[src/rtl/pipeline_reg_elastic_pkg.sv]
// Shared types for the elastic pipeline register: per-stage occupancy states.
package pipe_pkg;

    typedef enum logic [1:0] {
        ST_EMPTY = 2'd0,
        ST_BUSY  = 2'd1,
        ST_FULL  = 2'd2
    } stage_state_t;

endpackage

[src/rtl/pipeline_reg_elastic_if.sv]
// Valid/ready/payload link between adjacent elastic stages.
interface pipe_if #(
    parameter int DW = 32
);
    logic          valid;
    logic          ready;
    logic [DW-1:0] data;

    modport master (output valid, output data, input ready);
    modport slave  (input valid, input data, output ready);
endinterface

[src/rtl/pipeline_reg_elastic_skid_slot.sv]
// One elastic stage: main + skid register, registered upstream ready.
module skid_slot
    import pipe_pkg::*;
#(
    parameter int DW = 32
) (
    input  logic   clk_i,
    input  logic   rst_i,
    input  logic   flush_i,
    pipe_if.slave  up,
    pipe_if.master dn
);
    stage_state_t  r_state;
    stage_state_t  w_state_nxt;
    logic          r_ready;
    logic [DW-1:0] r_main;
    logic [DW-1:0] r_skid;
    logic          w_in;
    logic          w_out;
    logic          w_ld_main;
    logic          w_main_from_skid;
    logic          w_ld_skid;

    assign w_in     = up.valid & r_ready;
    assign w_out    = (r_state != ST_EMPTY) & dn.ready;
    assign up.ready = r_ready;
    assign dn.valid = (r_state != ST_EMPTY);
    assign dn.data  = r_main;

    always_comb begin
        w_state_nxt      = r_state;
        w_ld_main        = 1'b0;
        w_main_from_skid = 1'b0;
        w_ld_skid        = 1'b0;
        case (r_state)
            ST_EMPTY: begin
                if (w_in) begin
                    w_ld_main   = 1'b1;
                    w_state_nxt = ST_BUSY;
                end
            end
            ST_BUSY: begin
                if (w_in && w_out) begin
                    w_ld_main = 1'b1;
                end else if (w_in) begin
                    w_ld_skid   = 1'b1;
                    w_state_nxt = ST_FULL;
                end else if (w_out) begin
                    w_state_nxt = ST_EMPTY;
                end
            end
            ST_FULL: begin
                if (w_out) begin
                    w_main_from_skid = 1'b1;
                    w_state_nxt      = ST_BUSY;
                end
            end
            default: w_state_nxt = ST_EMPTY;
        endcase
        // A kill discards everything and suppresses any load in the same cycle.
        if (flush_i) begin
            w_state_nxt      = ST_EMPTY;
            w_ld_main        = 1'b0;
            w_main_from_skid = 1'b0;
            w_ld_skid        = 1'b0;
        end
    end

    always_ff @(posedge clk_i) begin
        if (rst_i) begin
            r_state <= ST_EMPTY;
            r_ready <= 1'b1;
            r_main  <= '0;
            r_skid  <= '0;
        end else begin
            r_state <= w_state_nxt;
            r_ready <= (w_state_nxt != ST_FULL);
            if (w_ld_main) begin
                r_main <= up.data;
            end else if (w_main_from_skid) begin
                r_main <= r_skid;
            end
            if (w_ld_skid) begin
                r_skid <= up.data;
            end
        end
    end
endmodule

[src/rtl/pipeline_reg_elastic.sv]
// Cascade of STAGES elastic skid stages with flush and a registered occupancy count.
module pipeline_reg_elastic
    import pipe_pkg::*;
#(
    parameter int DW     = 32,
    parameter int STAGES = 1,
    parameter int CW     = $clog2(2*STAGES+1)
) (
    input  logic          clk_i,
    input  logic          rst_i,
    input  logic          flush_i,
    input  logic          valid_i,
    output logic          ready_o,
    input  logic [DW-1:0] data_i,
    output logic          valid_o,
    input  logic          ready_i,
    output logic [DW-1:0] data_o,
    output logic [CW-1:0] occ_o
);
    pipe_if #(.DW(DW)) w_link [STAGES+1] ();

    logic          w_in_xfer;
    logic          w_out_xfer;
    logic [CW-1:0] r_occ;

    assign w_link[0].valid     = valid_i;
    assign w_link[0].data      = data_i;
    assign ready_o             = w_link[0].ready;
    assign valid_o             = w_link[STAGES].valid;
    assign data_o              = w_link[STAGES].data;
    assign w_link[STAGES].ready = ready_i;

    for (genvar g = 0; g < STAGES; g++) begin : g_stage
        skid_slot #(.DW(DW)) u_slot (
            .clk_i   (clk_i),
            .rst_i   (rst_i),
            .flush_i (flush_i),
            .up      (w_link[g]),
            .dn      (w_link[g+1])
        );
    end

    assign w_in_xfer  = valid_i & ready_o;
    assign w_out_xfer = valid_o & ready_i;

    // Total entries only change at the chain ends; interior moves cancel out.
    always_ff @(posedge clk_i) begin
        if (rst_i || flush_i) begin
            r_occ <= '0;
        end else begin
            r_occ <= r_occ + CW'(w_in_xfer) - CW'(w_out_xfer);
        end
    end

    assign occ_o = r_occ;
endmodule

[config.mk]
export PLATFORM = sky130hd
export DESIGN_NAME = pipeline_reg_elastic
export DESIGN_NICKNAME = d
export VERILOG_FILES = /design/src/rtl/pipeline_reg_elastic_pkg.sv /design/src/rtl/pipeline_reg_elastic_if.sv /design/src/rtl/pipeline_reg_elastic_skid_slot.sv /design/src/rtl/pipeline_reg_elastic.sv
export SDC_FILE = /design/constraint.sdc
export NUM_CORES = 1
export LEC_CHECK = 0
export ABC_AREA = 1
export CAP_MARGIN = 20
export CORE_MARGIN = 3
export CORE_UTILIZATION = 50
export DETAILED_ROUTE_END_ITERATION = 8
export PLACE_DENSITY = 0.8
export RECOVER_POWER = 50
export REMOVE_ABC_BUFFERS = 1
export SLEW_MARGIN = 20
export SYNTH_ARGS = -nofsm -noshare
export SYNTH_HDL_FRONTEND = slang
export SYNTH_SLANG_ARGS = --single-unit
[constraint.sdc]
create_clock -name clk_i -period 2.5 [get_ports clk_i]
set_input_delay 0.25 -clock clk_i [delete_from_list [all_inputs] [get_ports clk_i]]
set_output_delay 0.25 -clock clk_i [all_outputs]
set_load 0.03 [all_outputs]
==> impl_metrics.ini <==
[run_status]
outcome = finished clean

[synthesis]
yosys_register_bits = 69
synthMuxAreaShare = 0
synthXorXnorAreaFrac = 0.00276
syn-cell-area_sq_mm = 0.00317
synth_top_family_by_area = simple AND/OR/NAND/NOR gates
avgSynthCellArea_sq_um = 7.26
synth-warning-count = 0
netlist_instances = 437
synthDistinctLibCells = 22
yosysSeqAreaShare = 0.436
yosys.area_share.simple = 0.240
synth_adder_area_share = 0.0158
synth-compound-area-share = 0.157

[die]
die_area_sq_mm = 0.00734
die_w_um = 85.6
core_area_sq_mm = 0.00603
rows = 28
io_pins = 73
die_h_um = 85.6
start_util = 0.526

[route]
vias = 3214
viasPerCell = 5.57
drc = 0
wl_per_cell_um = 14.1
detail_route.iter0.violations = 213
ant_nets = 0
firstDrtPassIters = 4
wl_um = 8120

[cells_and_area]
drive_gt1_frac = 0.0677
fin_area_sq_mm = 0.00409
postLayoutCoreUtil = 0.678
syn2layout_area_growth_pct = 28.8
final_cell_mix = 75 x inv_1, 69 x dfxtp_1, 67 x nand3_1
final_common_cell = inv_1
instances_no_fill = 577
final_nets = 538
diodes = 0

[clocking]
cts_resized = 0
ctsHoldBuffers = 0
clockBufferDepth = 2
cts-root-buf = clkbuf_8
cts_setup_buffers = 0
clk_pin_slew_ns = 0.07
cts_made_buffers = 9
insertion_delay_ns = 0.34
htree_levels = 3
cts_sinks = 69
cts_tree = yes

[worst_hold_path]
min_path_type = register to register

[timing]
period_needed_ns = 2.17
fmax_mhz = 460
rsz0062_at_grt = false
finalCritPeriodShare = 0.869
tightestPinTransition_ns = 0.602
finClkSkew_ns = 0.00410
maxSlewViolCount = 0
worst_slack_ns = 0.327
hold_violations = 0
setup_tns_ns = 0
setup_viol = 0
slew_headroom = 0.598

[global_route]
grt-ovfl-total = 0
grt_antenna_before_repair = 0
grt_usage = 0.229
grt_max_degree = 65
grt_pass1_vias = 2915
grt_pass1_wl_um = 13600

[pwr]
p_sw_mw = 0.652
ir_drop_v = 0.000317
p_leak_nw = 1.80
cellPowerDensity_mw_per_mm2 = 582
power_switching_share = 0.274
internal-power_mw = 1.72
combPwrFrac = 0.158
clockPowerShare = 0.358
seq_power_share = 0.484

[placed_design]
hpwl_um = 5130
placed_area_sq_mm = 0.00391
dp_cells = 561
pre_cts_slack_ns = 0.174
io_buffer_count = 72
finalWeightedCongestion = 0.807

[worst_setup_path]
cp.required_ns = 2.77
worst_setup_path_start_kind = register
end_kind = register
cp_max_fo = 31
crit_type = register to register
cp.arrival_ns = 2.44

[flow_run]
drv_cap = 0
[state kept, by name, summed over array words and instances (netlist names)]
register and count:
occ_o 2, g_stage.u_slot.dn.data 32, g_stage.u_slot.r_skid 32, g_stage.u_slot.up.ready 1, g_stage.u_slot.r_state 2
[per-stage QoR]
| stage | hold slack, ns | power, mW |
|---|---|---|
| finish | 0.447 | 2.38 |
| global route | 0.468 | 2.50 |
| CTS | 0.447 | 2.40 |
| detailed placement | 0.436 | 1.56 |
| global placement | 0.435 | 1.55 |
| floorplan | 0.319 | 1.38 |
[critical path: stages, from the launching register on]
cell     delay (ns)
dfxtp_1        0.50
nor2_1         0.14
nor2_1         0.22
ha_1           0.23
inv_1          0.09
nand2_1        0.12
nand3_2        0.11
nand2_1        0.09
buf_4          0.32
nand3_1        0.11
a21oi_1        0.16
[path summary, 6_finish.rpt]
kind | startpoint | to | slack, ns | depth (start not counted)
hold reg to reg | g_stage[0].u_slot.r_skid[30] | g_stage[0].u_slot.r_skid[30] | 0.45 | 2
hold / removal | g_stage[0].u_slot.r_skid[30] | g_stage[0].u_slot.r_skid[30] | 0.45 | 2
setup reg to reg | g_stage[0].u_slot.r_state[1] | g_stage[0].u_slot.dn.data[5] | 0.33 | 10
setup / recovery | g_stage[0].u_slot.r_state[1] | g_stage[0].u_slot.dn.data[5] | 0.33 | 10
[layout make-up]
cell class | instances | area (sq um)
Inverter | 76 | 285
Clock inverter | 3 | 18.8
Multi-Input combinational cell | 256 | 1320
Sequential cell | 69 | 1380
Tap cell | 75 | 93.8
Clock buffer | 13 | 169
Timing Repair Buffer | 85 | 818
Fill cell | 537 | 1940
[metal layers]
layer,vias to the layer above,global-route usage,share of wire
met2,122,0.373,0.49
met4,0,0.105,0.020
li1,1571,-,-
met5,-,0,0
met1,1505,0.300,0.43
met3,16,0.0336,0.059
[kinds of logic after synthesis]
logic type      Yosys count
compound gates           99
xor+xnor                  1
fa+ha+maj                 4
buf+inv                 112
flops                    69
simple gates            152
[cell usage after synthesis, drive strengths merged]
library cell | number | area share
clkbuf | 21 | 0.025
a31oi | 1 | 0.0020
xnor2 | 1 | 0.0028
or2 | 1 | 0.0020
nand2 | 42 | 0.050
nand4 | 33 | 0.065
o211ai | 1 | 0.0024
nand3 | 69 | 0.11
a21oi | 65 | 0.10
ha | 4 | 0.016
buf | 15 | 0.034
inv | 76 | 0.090
nor2 | 7 | 0.011
o21ai | 32 | 0.050
dfxtp | 69 | 0.44
[power groups by stage]
stage	Sequential (mW)	Combinational (mW)	Clock, mW
6_report	1.15	0.375	0.851
5_1_grt	1.15	0.412	0.929
4_1_cts	1.15	0.384	0.862
3_5_place_dp	1.18	0.381	0
3_3_place_gp	1.18	0.373	0
2_1_floorplan	1.22	0.158	0
No activity file was read; power rests on OpenSTA's default activity.
